<file path="config.mk">
export PLATFORM = sky130hd
export DESIGN_NAME = song_player_pwm_flat
export DESIGN_NICKNAME = d
export VERILOG_FILES = /design/src/rtl/song_player_pwm_if.sv /design/src/rtl/song_player_pwm.sv /design/src/flat_wrapper.sv
export SDC_FILE = /design/constraint.sdc
export NUM_CORES = 1
export LEC_CHECK = 0
export CORE_MARGIN = 2
export CORE_UTILIZATION = 50
export DETAILED_ROUTE_END_ITERATION = 8
export PLACE_DENSITY = 0.81
export SYNTH_ARGS = -nofsm -noshare
export SYNTH_HDL_FRONTEND = slang
export SYNTH_SLANG_ARGS = --single-unit
</file>
<file path="constraint.sdc">
create_clock -name clk -period 2.25 [get_ports clk]
set_clock_uncertainty 0.2 [all_clocks]
set_input_delay 0.45 -clock clk [delete_from_list [all_inputs] [get_ports clk]]
set_output_delay 0.45 -clock clk [all_outputs]
set_load 0.01 [all_outputs]
</file>
<file path="src/rtl/song_player_pwm_if.sv">
// Signal bundle of the song playback stage: transport control, sample memory port,
// audio output and debug taps. There is no valid/ready handshake: play and loop_en
// are levels, restart is a single-cycle pulse, and sample_in is a fixed-latency read.
interface song_player_pwm_if #(
  parameter int ADDR_W = 16
);
  logic              play;
  logic              restart;
  logic              loop_en;
  logic signed [7:0] sample_in;
  logic [ADDR_W-1:0] play_addr;
  logic              pwm_out;
  logic              playing;
  logic              done;
  logic [1:0]        dbg_state;
  logic [31:0]       dbg_tick_cnt;
  logic [7:0]        dbg_sample_q;
  logic [7:0]        dbg_duty_q;

  modport master (
    output play, restart, loop_en, sample_in,
    input  play_addr, pwm_out, playing, done,
    input  dbg_state, dbg_tick_cnt, dbg_sample_q, dbg_duty_q
  );

  modport slave (
    input  play, restart, loop_en, sample_in,
    output play_addr, pwm_out, playing, done,
    output dbg_state, dbg_tick_cnt, dbg_sample_q, dbg_duty_q
  );
endinterface

</file>
<file path="src/rtl/song_player_pwm.sv">
// Song playback: steps the sample address at the sample rate, captures the memory
// sample after its read latency, converts it to offset binary and drives a 256-step PWM.
module song_player_pwm #(
  parameter int CLK_HZ       = 50_000_000,
  parameter int SAMPLE_HZ    = 8_000,
  parameter int ADDR_W       = 16,
  parameter int SONG_LEN     = 65536,
  parameter int READ_LATENCY = 3
) (
  input  logic             clk,
  input  logic             reset_n,
  song_player_pwm_if.slave bus
);
  localparam int TICK_DIV = CLK_HZ / SAMPLE_HZ;
  localparam int TICK_W   = (TICK_DIV > 1) ? $clog2(TICK_DIV) : 1;
  localparam int LAT_W    = $clog2(READ_LATENCY + 2);

  localparam logic [TICK_W-1:0] TICK_LAST = TICK_W'(TICK_DIV - 1);
  localparam logic [ADDR_W-1:0] ADDR_LAST = ADDR_W'(SONG_LEN - 1);
  localparam logic [LAT_W-1:0]  LAT_LOAD  = LAT_W'(READ_LATENCY + 1);
  localparam logic [LAT_W-1:0]  LAT_ONE   = LAT_W'(1);

  typedef enum logic [1:0] {
    S_IDLE  = 2'd0,
    S_PLAY  = 2'd1,
    S_PAUSE = 2'd2,
    S_DONE  = 2'd3
  } state_t;

  state_t            r_state;
  state_t            w_state_nxt;
  logic [TICK_W-1:0] r_tick_cnt;
  logic [ADDR_W-1:0] r_play_addr;
  logic [LAT_W-1:0]  r_lat_cnt;
  logic [7:0]        r_sample_q;
  logic [7:0]        r_duty_q;
  logic [7:0]        r_pwm_cnt;
  logic              r_pwm_out;
  logic              r_done;

  logic w_run;
  logic w_tick;
  logic w_at_end;
  logic w_song_end;
  logic w_addr_step;
  logic w_start;
  logic w_lat_load;

  // The resume edge out of PAUSE already counts, so the divider never loses a cycle.
  assign w_run       = (r_state == S_PLAY) || ((r_state == S_PAUSE) && bus.play);
  assign w_tick      = w_run && (r_tick_cnt == TICK_LAST);
  assign w_at_end    = (r_play_addr == ADDR_LAST);
  assign w_song_end  = w_tick && w_at_end && !bus.loop_en;
  assign w_addr_step = w_tick && !w_song_end;
  assign w_start     = (r_state == S_IDLE) && bus.play;
  assign w_lat_load  = w_start || w_addr_step;

  always_ff @(posedge clk or negedge reset_n) begin
    if (!reset_n) begin
      r_state <= S_IDLE;
    end else begin
      r_state <= w_state_nxt;
    end
  end

  always_comb begin
    w_state_nxt = r_state;
    case (r_state)
      S_IDLE: begin
        if (bus.play) w_state_nxt = S_PLAY;
      end
      S_PLAY: begin
        if (w_song_end)     w_state_nxt = S_DONE;
        else if (!bus.play) w_state_nxt = S_PAUSE;
      end
      S_PAUSE: begin
        if (w_song_end)    w_state_nxt = S_DONE;
        else if (bus.play) w_state_nxt = S_PLAY;
      end
      S_DONE: begin
        w_state_nxt = S_DONE;
      end
      default: begin
        w_state_nxt = S_IDLE;
      end
    endcase
    if (bus.restart) w_state_nxt = S_IDLE;
  end

  always_ff @(posedge clk or negedge reset_n) begin
    if (!reset_n) begin
      r_tick_cnt  <= '0;
      r_play_addr <= '0;
    end else if (bus.restart) begin
      r_tick_cnt  <= '0;
      r_play_addr <= '0;
    end else begin
      if (w_start || w_tick) begin
        r_tick_cnt <= '0;
      end else if (w_run) begin
        r_tick_cnt <= r_tick_cnt + 1'b1;
      end
      if (w_addr_step) begin
        r_play_addr <= w_at_end ? '0 : r_play_addr + 1'b1;
      end
    end
  end

  // lat_cnt reaches 1 on the first edge where sample_in reflects the current address.
  always_ff @(posedge clk or negedge reset_n) begin
    if (!reset_n) begin
      r_lat_cnt <= '0;
    end else if (bus.restart) begin
      r_lat_cnt <= '0;
    end else if (w_lat_load) begin
      r_lat_cnt <= LAT_LOAD;
    end else if (r_lat_cnt != '0) begin
      r_lat_cnt <= r_lat_cnt - 1'b1;
    end
  end

  always_ff @(posedge clk or negedge reset_n) begin
    if (!reset_n) begin
      r_sample_q <= 8'h80;
    end else if (bus.restart || (r_state == S_DONE)) begin
      r_sample_q <= 8'h80;
    end else if (r_lat_cnt == LAT_ONE) begin
      r_sample_q <= {~bus.sample_in[7], bus.sample_in[6:0]};
    end
  end

  always_ff @(posedge clk or negedge reset_n) begin
    if (!reset_n) begin
      r_done <= 1'b0;
    end else begin
      r_done <= w_song_end && !bus.restart;
    end
  end

  // Duty only moves at the period boundary so a period never mixes two samples.
  always_ff @(posedge clk or negedge reset_n) begin
    if (!reset_n) begin
      r_pwm_cnt <= '0;
      r_duty_q  <= 8'h80;
      r_pwm_out <= 1'b0;
    end else begin
      r_pwm_cnt <= r_pwm_cnt + 1'b1;
      if (r_pwm_cnt == 8'hFF) r_duty_q <= r_sample_q;
      r_pwm_out <= (r_pwm_cnt < r_duty_q);
    end
  end

  assign bus.play_addr    = r_play_addr;
  assign bus.pwm_out      = r_pwm_out;
  assign bus.playing      = (r_state == S_PLAY);
  assign bus.done         = r_done;
  assign bus.dbg_state    = r_state;
  assign bus.dbg_tick_cnt = 32'(r_tick_cnt);
  assign bus.dbg_sample_q = r_sample_q;
  assign bus.dbg_duty_q   = r_duty_q;
endmodule

</file>
<file path="src/flat_wrapper.sv">
// flat-port wrapper written by rule: the top's interface ports become plain ports
module song_player_pwm_flat 
#(
  parameter int CLK_HZ       = 50_000_000,
  parameter int SAMPLE_HZ    = 8_000,
  parameter int ADDR_W       = 16,
  parameter int SONG_LEN     = 65536,
  parameter int READ_LATENCY = 3
)
  (clk, reset_n, bus_play, bus_restart, bus_loop_en, bus_sample_in, bus_play_addr, bus_pwm_out, bus_playing, bus_done, bus_dbg_state, bus_dbg_tick_cnt, bus_dbg_sample_q, bus_dbg_duty_q);
  song_player_pwm_if #(.ADDR_W(ADDR_W)) bus_i ();
  input  logic clk;
  input  logic reset_n;
  input wire logic [$bits(bus_i.play)-1:0] bus_play;
  input wire logic [$bits(bus_i.restart)-1:0] bus_restart;
  input wire logic [$bits(bus_i.loop_en)-1:0] bus_loop_en;
  input wire logic [$bits(bus_i.sample_in)-1:0] bus_sample_in;
  output wire logic [$bits(bus_i.play_addr)-1:0] bus_play_addr;
  output wire logic [$bits(bus_i.pwm_out)-1:0] bus_pwm_out;
  output wire logic [$bits(bus_i.playing)-1:0] bus_playing;
  output wire logic [$bits(bus_i.done)-1:0] bus_done;
  output wire logic [$bits(bus_i.dbg_state)-1:0] bus_dbg_state;
  output wire logic [$bits(bus_i.dbg_tick_cnt)-1:0] bus_dbg_tick_cnt;
  output wire logic [$bits(bus_i.dbg_sample_q)-1:0] bus_dbg_sample_q;
  output wire logic [$bits(bus_i.dbg_duty_q)-1:0] bus_dbg_duty_q;
  assign bus_i.play = bus_play;
  assign bus_i.restart = bus_restart;
  assign bus_i.loop_en = bus_loop_en;
  assign bus_i.sample_in = bus_sample_in;
  assign bus_play_addr = bus_i.play_addr;
  assign bus_pwm_out = bus_i.pwm_out;
  assign bus_playing = bus_i.playing;
  assign bus_done = bus_i.done;
  assign bus_dbg_state = bus_i.dbg_state;
  assign bus_dbg_tick_cnt = bus_i.dbg_tick_cnt;
  assign bus_dbg_sample_q = bus_i.dbg_sample_q;
  assign bus_dbg_duty_q = bus_i.dbg_duty_q;
  song_player_pwm #(.CLK_HZ(CLK_HZ), .SAMPLE_HZ(SAMPLE_HZ), .ADDR_W(ADDR_W), .SONG_LEN(SONG_LEN), .READ_LATENCY(READ_LATENCY)) u_core (.clk(clk), .reset_n(reset_n), .bus(bus_i));
endmodule
</file>
==> results.sh <==
export IMPL_status="complete, no violations"
export IMPL_area_growth_pct=32.2
export IMPL_ys_ff_latch=60
export IMPL_clock_sinks=60
export IMPL_grt_pass1_wl_um=13000
export IMPL_async_flop_share_pct=100
export IMPL_rr_worst_depth=8
export IMPL_worst_slew_pin_slew_ps=597
export IMPL_met3_usage_pct=5.64
export IMPL_synth_edf_count=0
export IMPL_ios=82
export IMPL_h_tree_depth=3
export IMPL_wl_um=7660
export IMPL_regArea_um2=1510
export IMPL_synth_distinct_cells=58
export IMPL_worstSetupPathType="register to output pin"
export IMPL_netlist_instances=349
export IMPL_dp_slack_ps=-118
export IMPL_fp_dieW_um=85.2
export IMPL_final_common_cell="clkdlybuf4s50_1"
export IMPL_path_clk_slew_ps=70
export IMPL_grt_pass1_vias=2801
export IMPL_dr_first_iter_drc_count=138
export IMPL_synth_area_um2=3300
export IMPL_arrival_ps=1450
export IMPL_maxCapViolCount=0
export IMPL_r2r_end="u_core.bus.play_addr[4]"
export IMPL_avgRoutedWirePerCell_um=14.8
export IMPL_core_rowCount=29
export IMPL_die_y_um=85.2
export IMPL_critPathCaptureType="output pin"
export IMPL_grt_use_total_pct=22.6
export IMPL_path_max_fanout=7
export IMPL_numCtsBuffers=9
export IMPL_hpwl_um=5640
export IMPL_fin_crit_sh_pct=93.3
export IMPL_grt_max_degree=31
export IMPL_power_leakage_nw=1.88
export IMPL_relSlewSlack_pct=59.2
export IMPL_ir_drop_uv=530
export IMPL_port_buffers=62
export IMPL_fin_nets=463
export IMPL_viasPerCell=5.41
export IMPL_totalPowerFinal_mw=2.68
export IMPL_use_met2_pct=35.2
export IMPL_antenna_found_initial=0
export IMPL_via_count=2801
export IMPL_hold_start="u_core.bus.dbg_sample_q[7]"
export IMPL_initial_utilization_pct=52.0
export IMPL_diodes=0
export IMPL_drt_pass1_iterations=4
export IMPL_final_hold_violation_count=0
export IMPL_clk_latency_ps=340
export IMPL_whs_path_depth=2
export IMPL_drc=0
export IMPL_cp_start_kind="register"
export IMPL_nFillCells=498
export IMPL_hp_class="register to register"
export IMPL_grt_busiest_layer="met2"
export IMPL_post_route_min_period_ps=2100
export IMPL_clock_path_buffers=2
export IMPL_yosys_most_used_dff="dfrtp_1"
export IMPL_rsz0062_at_grt="false"
export IMPL_die_area_um2=7270
export IMPL_required_ps=1600
export IMPL_multi_input_area_um2=1630
export IMPL_grt_remaining_overflow=0
export IMPL_final_cell_mix="clkdlybuf4s50_1, dfrtp_1, nand2_1"
export IMPL_powerDensity_nw_per_um2=614
export IMPL_synth_seq_area_share_pct=45.6
export IMPL_coreArea_um2=6350
export IMPL_finalSetupViolCount=0
export IMPL_gr_usage_met1_pct=30.8
export IMPL_yosys_warnings=0
export IMPL_hold_end="u_core.bus.dbg_duty_q[7]"
export IMPL_syn_area_per_cell_um2=9.45
export IMPL_r2r_setup_slack_ps=170
export IMPL_r2r_start="u_core.r_tick_cnt[1]"
export IMPL_fmax_mhz=476
export IMPL_layout_setup_ws_ps=150
export IMPL_cts_tree="built"
export IMPL_ant_nets=0
export IMPL_cts_root_buf="clkbuf_8"
export IMPL_gp_congestion=0.864
export IMPL_slew_viol_final=0
export IMPL_drive_above_1_share_pct=12.5
## per-layer routing
layer,up-vias,wire length (µm)
met1,1328,3360
met2,99,3670
met5,-,0
li1,1359,-
met4,0,140
met3,15,482
## synthesized netlist by cell type (all sizes together), types with 4 or more instances
library cell,count,area [µm²]
dfrtp,58,1450
nand3,14,70.1
a31oi,5,31.3
o2111ai,4,35.0
ha,14,175
nor2,31,116
o31ai,5,37.5
and4,4,35.0
nor3,13,86.3
nand4,7,58.8
clkbuf,4,15.0
buf,25,175
a21oi,16,80.1
and3,6,37.5
o21ai,16,80.1
xnor2,8,70.1
xor2,11,96.3
inv,16,60.1
nand2,46,173
## flip-flops by register name, summed over array words and instances (netlist names)
name / count
u_core.bus.play_addr: 16
u_core.r_tick_cnt: 13
u_core.bus.dbg_duty_q: 8
u_core.bus.dbg_sample_q: 8
u_core.r_pwm_cnt: 8
u_core.r_lat_cnt: 3
u_core.bus.dbg_state: 2
u_core.bus.done: 1
u_core.bus.pwm_out: 1
## how the worst max path moves through the flow
stage	startpoint	to	slack, ps
final	u_core.bus.play_addr[5]	bus_play_addr[5]	150
after global routing	u_core.r_tick_cnt[1]	u_core.bus.play_addr[4]	10
after CTS	u_core.bus.dbg_state[1]	bus_playing	30
after detailed placement	bus_play	u_core.bus.play_addr[4]	-120
after global placement	bus_play	u_core.bus.play_addr[12]	-80
after floorplan	u_core.bus.play_addr[0]	u_core.bus.play_addr[14]	240
## power breakdown
group | total, mW | internal (mW) | switching, mW
clock | 1.18 | 0.738 | 0.439
sequential | 1.16 | 1.12 | 0.0345
combinational | 0.344 | 0.155 | 0.189
## through the flow
| stage | setup TNS (ps) | cells | hold slack (ps) | utilization [%] | instance area, µm² |
|---|---|---|---|---|---|
| final | 0 | 518 | 289 | 68.7 | 4360 |
| after global routing | 0 | 518 | 305 | 68.7 | 4360 |
| after CTS | 0 | 518 | 293 | 68.4 | 4350 |
| after detailed placement | -1070 | 499 | 180 | 64.2 | 4080 |
| after global placement | -471 | 499 | 177 | 64.2 | 4080 |
| after floorplan | 0 | 367 | -45.6 | - | 3370 |
## cells by family after synthesis
kind of cell | Yosys count | share of synthesized area (%)
fa+ha+maj | 14 | 5.31
xor+xnor | 19 | 5.04
flops | 60 | 45.6
other cells | 1 | 0.114
buf+inv | 45 | 7.58
simple gates | 145 | 23.2
compound gates | 63 | 12.4
mux | 2 | 0.683
## timing repair
action,4_1_cts,5_1_grt
hold buffers,1,0
resized for setup,2,3
hold endpoints to repair,11,0
setup buffers,2,0
pin swaps,0,0
setup endpoints to repair,1,3
## final cells by class
cell class | count | share of cell area (%)
sequential | 60 | 34.5
timing repair buffer | 87 | 19.1
multi-input combinational | 262 | 37.3
clock inverter | 6 | 2.55
clock buffer | 10 | 2.93
tap | 77 | 2.21
inverter | 16 | 1.38
## critical path, stage by stage (launching register included)
cell             delay [ps]
dfrtp_1                 410
buf_4                   170
clkdlybuf4s50_1         530
(Power assumes the default switching activity.)
